File: src/rtl/victim_writeback_buffer.sv
// rtl/victim_writeback_buffer.sv - queue of evicted dirty lines drained to memory as AXI4 INCR bursts
//
// Holds up to DEPTH dirty lines from the victim cache and writes each one out as a
// single LINE_WORD_NUM-beat INCR burst. A line stays hit-able until its write response
// arrives, so a read miss can be served from the buffer instead of stale memory.
//
// Ports:
//   clk, resetn                 clock, synchronous active-low reset
//   push_*                      victim line input (valid/ready handshake)
//   query_tag/index -> query_hit/query_data   combinational lookup, youngest match wins
//   empty                       nothing queued and no burst in progress
//   wb_error                    sticky, set by any non-OKAY write response
//   aw*/w*/b*                   AXI4 write address, data and response channels
module victim_writeback_buffer #(
    parameter int DEPTH         = 2,
    parameter int TAG_WIDTH     = 20,
    parameter int INDEX_WIDTH   = 6,
    parameter int LINE_WORD_NUM = 16
) (
    input  logic                          clk,
    input  logic                          resetn,
    input  logic                          push_valid,
    output logic                          push_ready,
    input  logic [TAG_WIDTH-1:0]          push_tag,
    input  logic [INDEX_WIDTH-1:0]        push_index,
    input  logic [LINE_WORD_NUM*32-1:0]   push_data,
    input  logic [TAG_WIDTH-1:0]          query_tag,
    input  logic [INDEX_WIDTH-1:0]        query_index,
    output logic                          query_hit,
    output logic [LINE_WORD_NUM*32-1:0]   query_data,
    output logic                          empty,
    output logic                          wb_error,
    output logic                          awvalid,
    input  logic                          awready,
    output logic [31:0]                   awaddr,
    output logic [7:0]                    awlen,
    output logic [2:0]                    awsize,
    output logic [1:0]                    awburst,
    output logic                          wvalid,
    input  logic                          wready,
    output logic [31:0]                   wdata,
    output logic [3:0]                    wstrb,
    output logic                          wlast,
    input  logic                          bvalid,
    output logic                          bready,
    input  logic [1:0]                    bresp
);

    localparam int PTR_W  = $clog2(DEPTH);
    localparam int CNT_W  = PTR_W + 1;
    localparam int BEAT_W = $clog2(LINE_WORD_NUM);
    localparam int OFF_W  = BEAT_W + 2;
    localparam int ADDR_W = TAG_WIDTH + INDEX_WIDTH + OFF_W;
    localparam logic [CNT_W-1:0]  FULL_COUNT = CNT_W'(DEPTH);
    localparam logic [BEAT_W-1:0] LAST_BEAT  = BEAT_W'(LINE_WORD_NUM - 1);

    typedef enum logic [1:0] {S_IDLE, S_AW, S_W, S_B} state_t;

    state_t                   state;
    state_t                   state_next;
    logic [PTR_W-1:0]         head;
    logic [PTR_W-1:0]         tail;
    logic [CNT_W-1:0]         count;
    logic [BEAT_W-1:0]        beat;
    logic [DEPTH-1:0]         valid;
    logic [TAG_WIDTH-1:0]     tag_mem   [DEPTH];
    logic [INDEX_WIDTH-1:0]   index_mem [DEPTH];
    logic [31:0]              data_mem  [DEPTH][LINE_WORD_NUM];

    logic                     push_fire;
    logic                     pop_fire;
    logic [ADDR_W-1:0]        head_addr;
    logic [PTR_W-1:0]         scan_ptr;
    logic [PTR_W-1:0]         hit_ptr;

    assign push_ready = (count != FULL_COUNT);
    assign push_fire  = push_valid && push_ready;
    // The head entry retires only on the B handshake, never earlier.
    assign pop_fire   = (state == S_B) && bvalid;
    assign empty      = (count == '0) && (state == S_IDLE);
    assign head_addr  = {tag_mem[head], index_mem[head], {OFF_W{1'b0}}};

    assign awlen   = 8'(LINE_WORD_NUM - 1);
    assign awsize  = 3'b010;
    assign awburst = 2'b01;
    assign wstrb   = 4'hF;

    always_ff @(posedge clk) begin
        if (!resetn) begin
            state    <= S_IDLE;
            head     <= '0;
            tail     <= '0;
            count    <= '0;
            beat     <= '0;
            valid    <= '0;
            wb_error <= 1'b0;
        end else begin
            state <= state_next;
            if (push_fire) begin
                valid[tail] <= 1'b1;
                tail        <= tail + 1'b1;
            end
            if (pop_fire) begin
                valid[head] <= 1'b0;
                head        <= head + 1'b1;
                if (bresp != 2'b00) begin
                    wb_error <= 1'b1;
                end
            end
            count <= count + CNT_W'(push_fire) - CNT_W'(pop_fire);
            if ((state == S_AW) && awready) begin
                beat <= '0;
            end else if (wvalid && wready) begin
                beat <= beat + 1'b1;
            end
        end
    end

    // Line storage needs no reset: entries are only observed through valid bits.
    always_ff @(posedge clk) begin
        if (push_fire) begin
            tag_mem[tail]   <= push_tag;
            index_mem[tail] <= push_index;
            for (int w = 0; w < LINE_WORD_NUM; w++) begin
                data_mem[tail][w] <= push_data[w*32 +: 32];
            end
        end
    end

    always_comb begin
        state_next = state;
        awvalid    = 1'b0;
        wvalid     = 1'b0;
        bready     = 1'b0;
        awaddr     = '0;
        wdata      = '0;
        case (state)
            S_IDLE: begin
                if (count != '0) begin
                    state_next = S_AW;
                end
            end
            S_AW: begin
                awvalid = 1'b1;
                awaddr  = 32'(head_addr);
                if (awready) begin
                    state_next = S_W;
                end
            end
            S_W: begin
                wvalid = 1'b1;
                wdata  = data_mem[head][beat];
                if ((beat == LAST_BEAT) && wready) begin
                    state_next = S_B;
                end
            end
            S_B: begin
                bready = 1'b1;
                if (bvalid) begin
                    state_next = S_IDLE;
                end
            end
            default: state_next = S_IDLE;
        endcase
        wlast = (beat == LAST_BEAT) && wvalid;
    end

    // Scan from head to tail so a later (younger) match overrides an older one.
    always_comb begin
        query_hit  = 1'b0;
        hit_ptr    = '0;
        scan_ptr   = '0;
        query_data = '0;
        for (int i = 0; i < DEPTH; i++) begin
            scan_ptr = head + PTR_W'(i);
            if (valid[scan_ptr] && (tag_mem[scan_ptr] == query_tag) &&
                (index_mem[scan_ptr] == query_index)) begin
                query_hit = 1'b1;
                hit_ptr   = scan_ptr;
            end
        end
        if (query_hit) begin
            for (int w = 0; w < LINE_WORD_NUM; w++) begin
                query_data[w*32 +: 32] = data_mem[hit_ptr][w];
            end
        end
    end

endmodule
File: config.mk
export PLATFORM = sky130hd
export DESIGN_NAME = victim_writeback_buffer
export DESIGN_NICKNAME = d
export VERILOG_FILES = /design/src/rtl/victim_writeback_buffer.sv
export SDC_FILE = /design/constraint.sdc
export NUM_CORES = 2
export LEC_CHECK = 0
export BUFFER_PORTS_ARGS = -buffer_cell sky130_fd_sc_hd__buf_2
export CAP_MARGIN = 20
export CORE_MARGIN = 4
export CORE_UTILIZATION = 25
export CTS_CLUSTER_DIAMETER = 150
export DETAILED_ROUTE_END_ITERATION = 10
export GPL_TIMING_DRIVEN = 0
export SLEW_MARGIN = 20
export SYNTH_ARGS = -nofsm -noshare
export SYNTH_HDL_FRONTEND = slang
export SYNTH_SLANG_ARGS = --single-unit
export TNS_END_PERCENT = 10
File: constraint.sdc
create_clock -name clk -period 38.6 [get_ports clk]
set_input_delay 3.86 -clock clk [delete_from_list [all_inputs] [get_ports clk]]
set_output_delay 3.86 -clock clk [all_outputs]
set_load 0.005 [all_outputs]
### After elaboration in Yosys (flattened, before gate mapping)

Memories as Yosys holds them, arrays and structs flattened. A register that Yosys moved wholly into a read port is not among the register bits.
Cells that the tools add are included.

| storage, ports and cells | value |
|---|---|
| register bits after elaboration | 13 |
| memory bits (writable) | 1076 |
| input port bits | 572 |
| word-level logic and storage cells | 96 |
| memories | 3 |

| operators by class | value |
|---|---|
| add/subtract/negate cells | 5 |
| $lt $le $gt $ge | 6 |
| eq/ne operators | 13 |
| muxes and demuxes | 37 |
| bitwise operators | 5 |
| reductions and logical operators | 20 |

Memories:

| memory | words | width | read ports | clocked after Yosys merged registers in | write ports | RTL line | source |
|---|---|---|---|---|---|---|---|
| data_mem | 2 | 512 | 2 | 1 | 1 | 68 | `logic [31:0] data_mem [DEPTH][LINE_WORD_NUM];` |
| tag_mem | 2 | 20 | 2 | 1 | 1 | 66 | `logic [TAG_WIDTH-1:0] tag_mem [DEPTH];` |
| index_mem | 2 | 6 | 2 | 1 | 1 | 67 | `logic [INDEX_WIDTH-1:0] index_mem [DEPTH];` |

Operators with widths:

| operator | number |
|---|---|
| $mux 512 | 1 |
| $bmux 32 s4 | 1 |
| $mux 32 | 4 |
| $eq 20x20->1 | 2 |
| $mux 1 | 21 |
| $mux 2 | 7 |
| $logic_and 1x1->1 | 13 |
| $eq 6x6->1 | 2 |
| $ne 2x2->1 const B | 4 |
| $pmux 2 s4 | 1 |
| $lt 1x2->1 const B | 3 |
| $ge 5x5->1 const B | 1 |
| $not 4->5 | 1 |
| $add 4x1->4 const B | 1 |
| $eq 2x2->1 const B | 2 |
| $eq 4x4->1 const B | 1 |
| $logic_not 2->1 | 2 |
| $reduce_and 4->1 | 1 |
| $reduce_bool 2->1 | 2 |
| $add 1x1->1 const B | 2 |
| $add 2x1->2 | 1 |
| $and 2x2->2 | 1 |
| $demux 1 s1 | 2 |
| $eq 2x1->1 const B | 1 |
| 8 further kinds | 9 |

### Longest topological paths before layout

| depth | value |
|---|---|
| depth in word-level cells | 9 |
| depth in mapped cells | 14 |
| gate-level depth less buffers | 9 |

### Worst setup path after synthesis

No wires, ideal clock.

| timing | value |
|---|---|
| path kind | input to register |
| start point | input push_valid |
| end point | register valid[0] |
| setup time | 166 ps |
| arrival | 29308 ps |
| data required time | 38434 ps |
| path slack | 9126 ps |
| cell stages on the path | 3 |
| cell sequence | nand2_1 nor2_1 o221a_2 |

| on the way | value |
|---|---|
| cells in the longest elaborated chain, start to end | 5 |

RTL lines:

| element | RTL line | source |
|---|---|---|
| start, declared | 22 | `input logic push_valid,` |
| $logic_and 1x1->1 (*) | 77 | `assign push_fire = push_valid && push_ready;` |
| $mux 2 (*) | 99 | `if (push_fire) begin` |
| $mux 2 (*) | 89 | `if (!resetn) begin` |
| $and 2x2->2 (no line) | - |  |
| $mux 2 (*) | 103 | `if (pop_fire) begin` |
| end signal, assigned | 95 | `valid <= '0;` |
| end signal, assigned by index | 100 | `valid[tail] <= 1'b1;` |
| end signal, assigned by index | 104 | `valid[head] <= 1'b0;` |
| end, declared | 65 | `logic [DEPTH-1:0] valid;` |

Every way passes the cells marked *; elsewhere a longest branch is shown, timed or not. The select of a mux whose other input is x is not followed.
A chain may end at the register's enable or synchronous reset.

### Worst setup path after layout

| timing | value |
|---|---|
| start point | input query_index[0] |
| end point | output query_data[50] |

| on the way | value |
|---|---|
| cells in the longest elaborated chain, start to end | 6 |
| elaborated cells between the ends (all ways) | 10 |
| those cells by class | eq/ne (2); mux (5); reduce/logical (2); memory (1) |

RTL lines:

| element | RTL line | source |
|---|---|---|
| start, declared | 28 | `input logic [INDEX_WIDTH-1:0] query_index,` |
| $eq 6x6->1 | 177 | `(index_mem[scan_ptr] == query_index)) begin` |
| $logic_and 1x1->1 | 176 | `if (valid[scan_ptr] && (tag_mem[scan_ptr] == query_tag) &&` |
| $mux 1 (2 in a row) | 176 |  |
| $mem_v2 2x512 | - |  |
| $mux 512 (*) | 182 | `if (query_hit) begin` |
| end, declared | 30 | `output logic [LINE_WORD_NUM*32-1:0] query_data,` |

Every way passes the cells marked *; elsewhere a longest branch is shown, timed or not.

==> results.py <==
metrics = {
    "outcome": {
        "status": "finished, final reports clean",
    },
    "synth": {
        "synth_top_area_cell": "edfxtp_1",
        "synth_area_um2": 56400,
        "synth-edff-count": 1076,
        "async_flop_share": 0,
        "synthFlopType": "edfxtp_1",
        "ys_ff_latch": 1090,
        "syn_inst": 3685,
        "ys_warn_count": 0,
        "synthTopCellsByArea": "edfxtp_1, a221oi_1, mux4_2",
        "avgSynthCellArea_um2": 15.3,
        "synth_top_area_share": 0.573,
        "synth_cell_type_count": 48,
        "synth_seq_area_share": 0.578,
    },
    "clock_network": {
        "cts_tree": "yes",
        "cts_setup_buffers": 0,
        "cts_resized": 0,
        "path_clk_slew_ps": 60,
        "htreeDepth": 4,
        "cts_buffer_depth": 3,
        "cts_root_buf": "clkbuf_16",
        "cts_sinks": 1090,
        "clk-insertion-delay-late_ps": 790,
        "cts_buffers": 136,
        "cts_hold_buf": 0,
    },
    "sta": {
        "layout_min_cycle_time_ps": 11520,
        "timing.hold.ws_ps": 466,
        "worstMarginPinSlew_ps": 1140,
        "max_freq_mhz": 86.8,
        "setup_viol": 0,
        "setup_slack_ps": 27080,
        "rsz0062_at_grt": "no",
        "finClkSkew_ps": 34.0,
        "hold_viol_final": 0,
        "drv_slew": 0,
        "max-slew-margin-rel": 0.241,
        "period_share": 0.298,
    },
    "cells_and_area": {
        "drive_gt1_frac": 0.409,
        "nets": 5629,
        "fin_cells": 8289,
        "syn_to_final_growth_pct": 28.0,
    },
    "setup_path": {
        "arrival_ps": 7660,
        "crit_start": "query_index[0]",
        "rrSetupSlack_ps": 35210,
        "critPathMostFrequentCell": "buf_2",
        "worstReg2RegStart": "count[0]",
        "cp-start-kind": "input pin",
        "crit_buf_inv": 5,
        "cp_top_family": "simple AND/OR/NAND/NOR gates",
        "cp_data_required_time_ps": 34740,
        "path_class": "in2out",
        "crit_path_max_fanout": 10,
        "cp_slowest_stage_delay_ps": 640,
        "cp_slowest_cell": "clkbuf_1",
        "cp-end-kind": "output port",
        "worstPathCellList": "buf_2 -> xor2_1 -> o32ai_1 -> nand3_1 -> nor4_2 -> and3_2 -> buf_6 -> buf_8 -> clkbuf_1 -> a221oi_1 -> nor2_1 -> buf_2",
    },
    "floorplan": {
        "die_area_um2": 233000,
        "io_pins": 1173,
        "die_h_um": 483,
        "std_cell_rows": 174,
        "start_util": 0.251,
        "core_um2": 225000,
        "die_w_um": 483,
    },
    "drt": {
        "routed_wl_um": 334000,
        "drt-initial-drc-count": 6933,
        "drc": 0,
        "antenna_left": 0,
        "wl_per_cell_um": 40.3,
        "vias": 49100,
        "drt-pass1-iter-count": 6,
        "viasPerCell": 5.92,
    },
    "power_and_ir_drop": {
        "ir_worst_vdd_uv": 47.3,
        "power_density_nw_per_um2": 50.9,
        "power.leakage_nw": 26.1,
    },
    "min_path": {
        "hold_path_class": "reg2reg",
        "hp-start": "wb_error",
    },
    "placed_design": {
        "globalplace.congestion": 0.939,
        "preCtsSetupSlack_ps": 27040,
        "placed_cells": 7901,
        "dp_hpwl_um": 272000,
        "place.port_buffers": 1149,
    },
    "grt": {
        "grt_max_degree": 48,
        "grt_pass1_wl_um": 432000,
        "grt_overflow": 0,
        "grt_pass1_vias": 46000,
        "grt_usage": 0.272,
        "grt_antenna_before_repair": 218,
    },
    "run": {
        "cap_violations": 0,
    },
}
==> flip-flops by register name, summed over array words and instances (netlist names), 2 cells and up, named ones only <==
| signal | flops |
|---|---|
| data_mem | 1024 |
| tag_mem | 40 |
| index_mem | 12 |
| beat | 4 |
| count | 2 |
| state | 2 |
| valid | 2 |
==> layout make-up <==
type                            instances  area [um^2]
Sequential cell                      1090        32600
Fill cell                           22400       152000
Clock inverter                         81          985
Buffer                                455         2850
Clock buffer                          167         3540
Antenna cell                          138          345
Multi-Input combinational cell       2153        21100
Tap cell                             2992         3740
Inverter                                8         30.0
Timing Repair Buffer                 1205         7070
==> stage by stage <==
| step | setup TNS (ps) | util | instance area (um^2) | total power, W |
|---|---|---|---|---|
| final | 0 | 0.321 | 72200 | 0.00368 |
| after CTS | 0 | 0.320 | 71800 | 0.00369 |
| after detailed placement | 0 | 0.300 | 67300 | 0.00238 |
| after floorplan | 0 | - | 56500 | 0.00197 |
| after global placement | -3363360 | 0.294 | 66000 | 0.00250 |
| after global routing | 0 | 0.321 | 72100 | 0.00378 |
==> final timing paths <==
kind                           end  depth (start not counted)
hold reg to reg           wb_error                          1
setup reg to reg  data_mem[0][213]                         11
setup / recovery    query_data[50]                         12
hold / removal            wb_error                          1
==> placed cells by master, fill, tap and decap left out, types with 32 or more instances in the layout <==
master and instances:
a221oi_1 934, a221oi_2 90, buf_16 32, buf_2 1258, buf_4 47, clkbuf_1 214, clkbuf_16 136, clkbuf_8 51
diode_2 138, edfxtp_1 1076, mux2i_1 83, mux4_2 320, nor2_1 491, nor2b_1 59, xnor2_1 36
==> cells by family after synthesis <==
group / after synthesis / share of synthesized area
flops: 1090 / 0.578
compound gates: 1037 / 0.171
simple gates: 622 / 0.0469
buf+inv: 463 / 0.0506
mux: 405 / 0.143
xor+xnor: 58 / 0.00900
fa+ha+maj: 8 / 0.00177
other cells: 2 / 0.000133
==> metal layers <==
layer / global-route usage / routed length, um / vias up
met5: 0 / 690 / -
met4: 0.142 / 20300 / 104
met3: 0.116 / 45700 / 776
met2: 0.396 / 142000 / 4011
met1: 0.343 / 125000 / 25200
li1: - / - / 19000
==> synth_stat cells, types with 6 or more instances <==
master	n
nor2_2	30
ha_1	8
clkbuf_8	49
nor2b_1	59
buf_1	24
clkbuf_1	199
a221oi_2	90
buf_6	24
buf_4	47
mux4_2	320
buf_2	99
buf_12	6
nor2_1	492
xor2_1	22
nor4_1	7
nand2_1	9
dfxtp_1	14
a221oi_1	934
xnor2_1	36
edfxtp_1	1076
mux2i_1	85
inv_1	7
==> report_power, final <==
part | internal [W] | switching (W) | leakage [nW]
Clock | 0.000756 | 0.000556 | 2.19
Sequential | 0.00144 | 0.0000877 | 10.2
Combinational | 0.000301 | 0.000533 | 13.7
Total | 0.00250 | 0.00118 | 26.1
No activity file was read; power rests on OpenSTA's default activity.
